[src/rtl/seg7_scan_driver_if.sv]
// Display-side bundle for seg7_scan_driver: hex word, per-digit controls and the pin outputs.
// No handshake: inputs are sampled at each frame start, and outputs are valid on every cycle.
interface seg7_scan_driver_if #(parameter int DIGITS = 8);
  logic [4*DIGITS-1:0] data;
  logic [DIGITS-1:0]   dp;
  logic [DIGITS-1:0]   digit_en;
  logic                lz_blank;
  logic [DIGITS-1:0]   an;
  logic [6:0]          seg;
  logic                dp_n;
  logic                frame_start;

  modport master (output data, dp, digit_en, lz_blank,
                  input  an, seg, dp_n, frame_start);
  modport slave  (input  data, dp, digit_en, lz_blank,
                  output an, seg, dp_n, frame_start);
endinterface

[src/rtl/seg7_scan_driver.sv]
// Time-multiplexed common-anode seven-segment scanner with a frame snapshot, blanking gap,
// per-digit enable, decimal points and leading-zero suppression. All outputs are registered.
module seg7_scan_driver #(
  parameter int DIGITS       = 8,
  parameter int REFRESH_DIV  = 100000,
  parameter int BLANK_CYCLES = 2
) (
  input  logic              clk,
  input  logic              rst,
  seg7_scan_driver_if.slave bus
);
  localparam int CW = $clog2(REFRESH_DIV);
  localparam int IW = (DIGITS > 1) ? $clog2(DIGITS) : 1;

  logic                running;
  logic [CW-1:0]       cnt;
  logic [IW-1:0]       idx;
  logic [4*DIGITS-1:0] snap_data;
  logic [DIGITS-1:0]   snap_dp;
  logic [DIGITS-1:0]   snap_en;
  logic                snap_lz;

  logic [DIGITS-1:0]   an_r;
  logic [6:0]          seg_r;
  logic                dp_n_r;
  logic                fs_r;

  logic [CW-1:0]       ncnt;
  logic [IW-1:0]       nidx;
  logic                load;
  logic [4*DIGITS-1:0] src_data;
  logic [DIGITS-1:0]   src_dp;
  logic [DIGITS-1:0]   src_en;
  logic                src_lz;
  logic [DIGITS-1:0]   sup;
  logic                zero_run;
  logic [3:0]          sel_nib;
  logic                sel_dp;
  logic                sel_show;
  logic [DIGITS-1:0]   hit;
  logic [DIGITS-1:0]   n_an;
  logic [6:0]          n_seg;
  logic                n_dp_n;
  logic                n_fs;

  function automatic logic [6:0] glyph(input logic [3:0] v);
    case (v)
      4'h0: glyph = 7'b1000000;
      4'h1: glyph = 7'b1111001;
      4'h2: glyph = 7'b0100100;
      4'h3: glyph = 7'b0110000;
      4'h4: glyph = 7'b0011001;
      4'h5: glyph = 7'b0010010;
      4'h6: glyph = 7'b0000010;
      4'h7: glyph = 7'b1111000;
      4'h8: glyph = 7'b0000000;
      4'h9: glyph = 7'b0010000;
      4'ha: glyph = 7'b0001000;
      4'hb: glyph = 7'b0000011;
      4'hc: glyph = 7'b1000110;
      4'hd: glyph = 7'b0100001;
      4'he: glyph = 7'b0000110;
      default: glyph = 7'b0001110;
    endcase
  endfunction

  // Outputs are computed for the position being entered, so they line up with cnt/idx after the edge.
  always_comb begin
    ncnt = '0;
    nidx = '0;
    load = 1'b1;
    if (running) begin
      load = (cnt == CW'(REFRESH_DIV - 1)) && (idx == IW'(DIGITS - 1));
      if (cnt == CW'(REFRESH_DIV - 1)) begin
        ncnt = '0;
        nidx = (idx == IW'(DIGITS - 1)) ? '0 : idx + IW'(1);
      end else begin
        ncnt = cnt + CW'(1);
        nidx = idx;
      end
    end

    src_data = load ? bus.data     : snap_data;
    src_dp   = load ? bus.dp       : snap_dp;
    src_en   = load ? bus.digit_en : snap_en;
    src_lz   = load ? bus.lz_blank : snap_lz;

    sup      = '0;
    zero_run = 1'b1;
    for (int k = DIGITS - 1; k >= 0; k--) begin
      zero_run = zero_run & (src_data[4*k +: 4] == 4'h0);
      sup[k]   = src_lz & zero_run & (k != 0);
    end

    hit      = '0;
    sel_nib  = 4'h0;
    sel_dp   = 1'b0;
    sel_show = 1'b0;
    for (int k = 0; k < DIGITS; k++) begin
      if (IW'(k) == nidx) begin
        hit[k]   = 1'b1;
        sel_nib  = src_data[4*k +: 4];
        sel_dp   = src_dp[k];
        sel_show = src_en[k] & ~sup[k];
      end
    end

    n_an   = '1;
    n_seg  = 7'b1111111;
    n_dp_n = 1'b1;
    if (sel_show && !(int'(ncnt) < BLANK_CYCLES)) begin
      n_an   = ~hit;
      n_seg  = glyph(sel_nib);
      n_dp_n = ~sel_dp;
    end
    n_fs = (ncnt == '0) && (nidx == '0);
  end

  always_ff @(posedge clk or posedge rst) begin
    if (rst) begin
      running   <= 1'b0;
      cnt       <= '0;
      idx       <= '0;
      snap_data <= '0;
      snap_dp   <= '0;
      snap_en   <= '0;
      snap_lz   <= 1'b0;
      an_r      <= '1;
      seg_r     <= 7'b1111111;
      dp_n_r    <= 1'b1;
      fs_r      <= 1'b0;
    end else begin
      running <= 1'b1;
      cnt     <= ncnt;
      idx     <= nidx;
      if (load) begin
        snap_data <= bus.data;
        snap_dp   <= bus.dp;
        snap_en   <= bus.digit_en;
        snap_lz   <= bus.lz_blank;
      end
      an_r   <= n_an;
      seg_r  <= n_seg;
      dp_n_r <= n_dp_n;
      fs_r   <= n_fs;
    end
  end

  assign bus.an          = an_r;
  assign bus.seg         = seg_r;
  assign bus.dp_n        = dp_n_r;
  assign bus.frame_start = fs_r;
endmodule

[src/flat_wrapper.sv]
// flat-port wrapper written by rule: the top's interface ports become plain ports
module seg7_scan_driver_flat 
#(
  parameter int DIGITS       = 8,
  parameter int REFRESH_DIV  = 100000,
  parameter int BLANK_CYCLES = 2
)
  (clk, rst, bus_data, bus_dp, bus_digit_en, bus_lz_blank, bus_an, bus_seg, bus_dp_n, bus_frame_start);
  seg7_scan_driver_if #(.DIGITS(DIGITS)) bus_i ();
  input  logic clk;
  input  logic rst;
  input wire logic [$bits(bus_i.data)-1:0] bus_data;
  input wire logic [$bits(bus_i.dp)-1:0] bus_dp;
  input wire logic [$bits(bus_i.digit_en)-1:0] bus_digit_en;
  input wire logic [$bits(bus_i.lz_blank)-1:0] bus_lz_blank;
  output wire logic [$bits(bus_i.an)-1:0] bus_an;
  output wire logic [$bits(bus_i.seg)-1:0] bus_seg;
  output wire logic [$bits(bus_i.dp_n)-1:0] bus_dp_n;
  output wire logic [$bits(bus_i.frame_start)-1:0] bus_frame_start;
  assign bus_i.data = bus_data;
  assign bus_i.dp = bus_dp;
  assign bus_i.digit_en = bus_digit_en;
  assign bus_i.lz_blank = bus_lz_blank;
  assign bus_an = bus_i.an;
  assign bus_seg = bus_i.seg;
  assign bus_dp_n = bus_i.dp_n;
  assign bus_frame_start = bus_i.frame_start;
  seg7_scan_driver #(.DIGITS(DIGITS), .REFRESH_DIV(REFRESH_DIV), .BLANK_CYCLES(BLANK_CYCLES)) u_core (.clk(clk), .rst(rst), .bus(bus_i));
endmodule
[config.mk]
export PLATFORM = sky130hd
export DESIGN_NAME = seg7_scan_driver_flat
export DESIGN_NICKNAME = d
export VERILOG_FILES = /design/src/rtl/seg7_scan_driver_if.sv /design/src/rtl/seg7_scan_driver.sv /design/src/flat_wrapper.sv
export SDC_FILE = /design/constraint.sdc
export NUM_CORES = 1
export LEC_CHECK = 0
export ABC_AREA = 1
export ABC_CLOCK_PERIOD_IN_PS = 4750
export CORE_UTILIZATION = 43
export CTS_BUF_LIST = sky130_fd_sc_hd__clkbuf_8
export DETAILED_ROUTE_END_ITERATION = 6
export GPL_ROUTABILITY_DRIVEN = 0
export HOLD_SLACK_MARGIN = 0.1
export PLACE_DENSITY = 0.76
export SYNTH_ARGS = -nofsm -noshare
export SYNTH_HDL_FRONTEND = slang
export SYNTH_SLANG_ARGS = --single-unit
[constraint.sdc]
create_clock -name clk -period 4.75 [get_ports clk]
set_input_delay 0.475 -clock clk [delete_from_list [all_inputs] [get_ports clk]]
set_output_delay 0.475 -clock clk [all_outputs]
set_load 0.05 [all_outputs]
==> impl_metrics.tcl <==
set metrics [dict create \
    clock_tree.buffer_depth 2 \
    pre_cts_ws_ns 1.27 \
    port-buffer-count 67 \
    synth_warnings 0 \
    grt_pass1_wl_um 18800 \
    ys_seq_elements 87 \
    synth_fa_ha_area_frac 0.0238 \
    slowest_delay_ns 0.38 \
    grt_pass1_vias 4024 \
    crit_path_start "u_core.cnt[0]" \
    syn_avg_cell_area_um2 7.82 \
    start_kind "flop" \
    slew_headroom 0.275 \
    period_share 0.744 \
    post_synth_mux_area_share 0.00422 \
    drt_iter0_drc 239 \
    cts_resized 0 \
    utilization 0.543 \
    ir_drop_mv 0.212 \
    vias_per_cell 4.99 \
    synth_compound_area_frac 0.0454 \
    seqPwrFrac 0.473 \
    worstSetupEndpointType "flop" \
    drc 0 \
    routedWlPerCell_um 14.0 \
    cts_made_buffers 9 \
    num-nets-final 733 \
    slowest_stage "dfrtp_1" \
    drv_slew 0 \
    antenna_found_initial 0 \
    fp.dieH_um 107 \
    rows 37 \
    cp_top_family "simple AND/OR/NAND/NOR gates" \
    wl_um 11400 \
    critPathMaxFanout 26 \
    ant_nets 0 \
    worst_slew_pin_slew_ns 1.09 \
    cts_tree "done" \
    final_common_cell "nand2_1" \
    n_antenna_cell 0 \
    first_pass_iters 5 \
    post-cts-setup-buffers 0 \
    r2r_cells 19 \
    rr_startpoint "u_core.cnt[0]" \
    sw_frac_of_total 0.290 \
    syn-num-nets 666 \
    synth_area_mm2 0.00474 \
    final-setup-viol-count 0 \
    die_area_mm2 0.0114 \
    dp_hpwl_um 8320 \
    p_int_mw 1.24 \
    crit_cells 19 \
    min_period_ns 3.53 \
    arrival_ns 3.84 \
    ys_seq_area_frac 0.464 \
    syn_inst 606 \
    rsz0062_at_grt "false" \
    synth_top_family_by_area "simple AND/OR/NAND/NOR gates" \
    p_sw_mw 0.505 \
    clk_pin_slew_worst_paths_ns 0.09 \
    power_leakage_nw 2.90 \
    ys.flop_type "dfrtp_1" \
    nFillCells 922 \
    vias 4062 \
    grt_max_degree 66 \
    drv_cap 0 \
    clock_sinks 87 \
    fin_ws_ns 1.22 \
    hold_viol 0 \
    synth_simple_gate_area_frac 0.356 \
    async_flop_share 1.00 \
    cts-root-buf "clkbuf_8" \
    critical_path.most_common_cell "nand2_1" \
    synth_edf_count 0 \
    core-area_mm2 0.0105 \
    grt_usage 0.214 \
    power_frac_clock 0.331 \
    layout_common_cells "nand2_1, inv_1, dfrtp_1, clkdlybuf4s50_1, nor2_1" \
    power_density_mw_per_mm2 305 \
    crit_required_ns 5.06 \
    io-pin-count 68 \
    fmaxAchievable_mhz 283 \
    die_x_um 107 \
    crit_type "flop to flop" \
    cp_cell_sequence "ha_1, nand3_1, nor2_2, nand4_1, nand2_1, buf_4, nand2_1, nand2_1, nand2_1, nand3_1, o22ai_1, nand4_1, clkinv_1, ha_1, o21ai_0, nand2_1, nand2_1, clkinv_1, nand3_2" \
    layout-drive-gt1-share 0.146 \
    p_comb_frac 0.195 \
    totalPowerFinal_mw 1.74 \
    htree_levels 3 \
    fin_tns_setup_ns 0 \
    fin_skew_ns 0.0106 \
    hold_buffers 0 \
    area_delta_synth_final_pct 20.5 \
    synth_cell_types 39 \
    start_util 0.451 \
    holdPathStages 2 \
    insertion_delay_ns 0.37 \
    status "complete, no violations" \
    hp-start "u_core.snap_en[5]" \
    gr-total-overflow 0 \
    synth_xor_xnor_area_share 0.00370 \
    crit_buf_inv 3 \
    hp-class "flop to flop" \
]
[worst paths after layout]
path / to / slack, ns
setup / recovery: u_core.bus.seg[3] / 1.22
setup reg to reg: u_core.bus.seg[3] / 1.22
max in group asynchronous: u_core.snap_data[19] / 3.18
hold / removal: u_core.snap_en[5] / 0.49
hold reg to reg: u_core.snap_en[5] / 0.49
min in group asynchronous: u_core.cnt[13] / 0.66
[metal layers]
metal / global-route usage / vias up / wire (um)
met5: 0 / - / 0
met4: 0.0724 / 0 / 200
met3: 0.0608 / 25 / 722
met2: 0.349 / 161 / 5490
met1: 0.274 / 1879 / 5010
li1: - / 1997 / -
[worst reg2reg max path, stage by stage, from the launching register on]
cell,delay [ns]
dfrtp_1,0.38
ha_1,0.19
nand3_1,0.15
nor2_2,0.16
nand4_1,0.18
nand2_1,0.37
buf_4,0.36
nand2_1,0.09
nand2_1,0.10
nand2_1,0.06
nand3_1,0.14
o22ai_1,0.10
nand4_1,0.18
clkinv_1,0.21
ha_1,0.34
o21ai_0,0.16
nand2_1,0.07
nand2_1,0.09
clkinv_1,0.08
nand3_2,0.07
[sequential cells by signal, summed over array words and instances, names as in the netlist]
register,flops
u_core.snap_lz,1
u_core.bus.dp_n,1
u_core.cnt,17
u_core.snap_dp,8
u_core.snap_data,32
u_core.bus.frame_start,1
u_core.bus.an,8
u_core.snap_en,8
u_core.bus.seg,7
u_core.running,1
u_core.idx,3
[cell usage after synthesis (3+ instances only)]
| master | number | area, um^2 |
|---|---|---|
| o21ai_2 | 6 | 52.6 |
| o21ai_1 | 6 | 30.0 |
| inv_2 | 8 | 30.0 |
| nor2_1 | 44 | 165 |
| nand3_2 | 14 | 140 |
| dfrtp_1 | 71 | 1780 |
| or2_2 | 9 | 56.3 |
| dfstp_2 | 16 | 420 |
| a21oi_1 | 7 | 35.0 |
| nor2_2 | 12 | 75.1 |
| nand2_1 | 201 | 754 |
| buf_2 | 6 | 30.0 |
| nand2_2 | 6 | 37.5 |
| nor3_1 | 5 | 25.0 |
| clkinv_1 | 3 | 11.3 |
| nand4_1 | 11 | 68.8 |
| inv_1 | 90 | 338 |
| nor2_4 | 4 | 45.0 |
| nor3_2 | 3 | 30.0 |
| nand3_1 | 32 | 160 |
| ha_1 | 9 | 113 |
| buf_6 | 7 | 78.8 |
| o21ai_0 | 11 | 55.1 |
| nand3b_1 | 4 | 30.0 |
| nor4_1 | 4 | 25.0 |
[power groups by stage]
stage / sequential (mW) / combinational, mW / clock [mW]
floorplan: 0.875 / 0.191 / 0
global placement: 0.837 / 0.328 / 0
detailed placement: 0.840 / 0.337 / 0
CTS: 0.825 / 0.340 / 0.592
global route: 0.831 / 0.375 / 0.621
finish: 0.825 / 0.340 / 0.578
[final cells by class]
type / count / area, um^2 / area share
Clock buffer: 10 / 138 / 0.0241
Multi-Input combinational cell: 405 / 2050 / 0.360
Sequential cell: 87 / 2200 / 0.385
Clock inverter: 6 / 85.1 / 0.0149
Inverter: 101 / 380 / 0.0666
Tap cell: 136 / 170 / 0.0298
Timing Repair Buffer: 69 / 686 / 0.120
[cells by family after synthesis]
kind of cell,after synthesis
AO/OA/AOI/OAI,36
XOR/XNOR,2
adder cells (fa/ha/maj),9
buffers and inverters,114
flip-flops,87
multiplexers,2
other,1
AND/OR/NAND/NOR,355
[per-stage QoR]
| stage | instance area [um^2] | std cells | hold WS, ns |
|---|---|---|---|
| after floorplan | 4740 | 606 | 0.434 |
| after global placement | 5490 | 798 | 0.459 |
| after detailed placement | 5490 | 798 | 0.464 |
| after CTS | 5710 | 814 | 0.495 |
| after global routing | 5710 | 814 | 0.516 |
| final | 5710 | 814 | 0.493 |
Note: power is estimated with default switching activity, not from simulation.
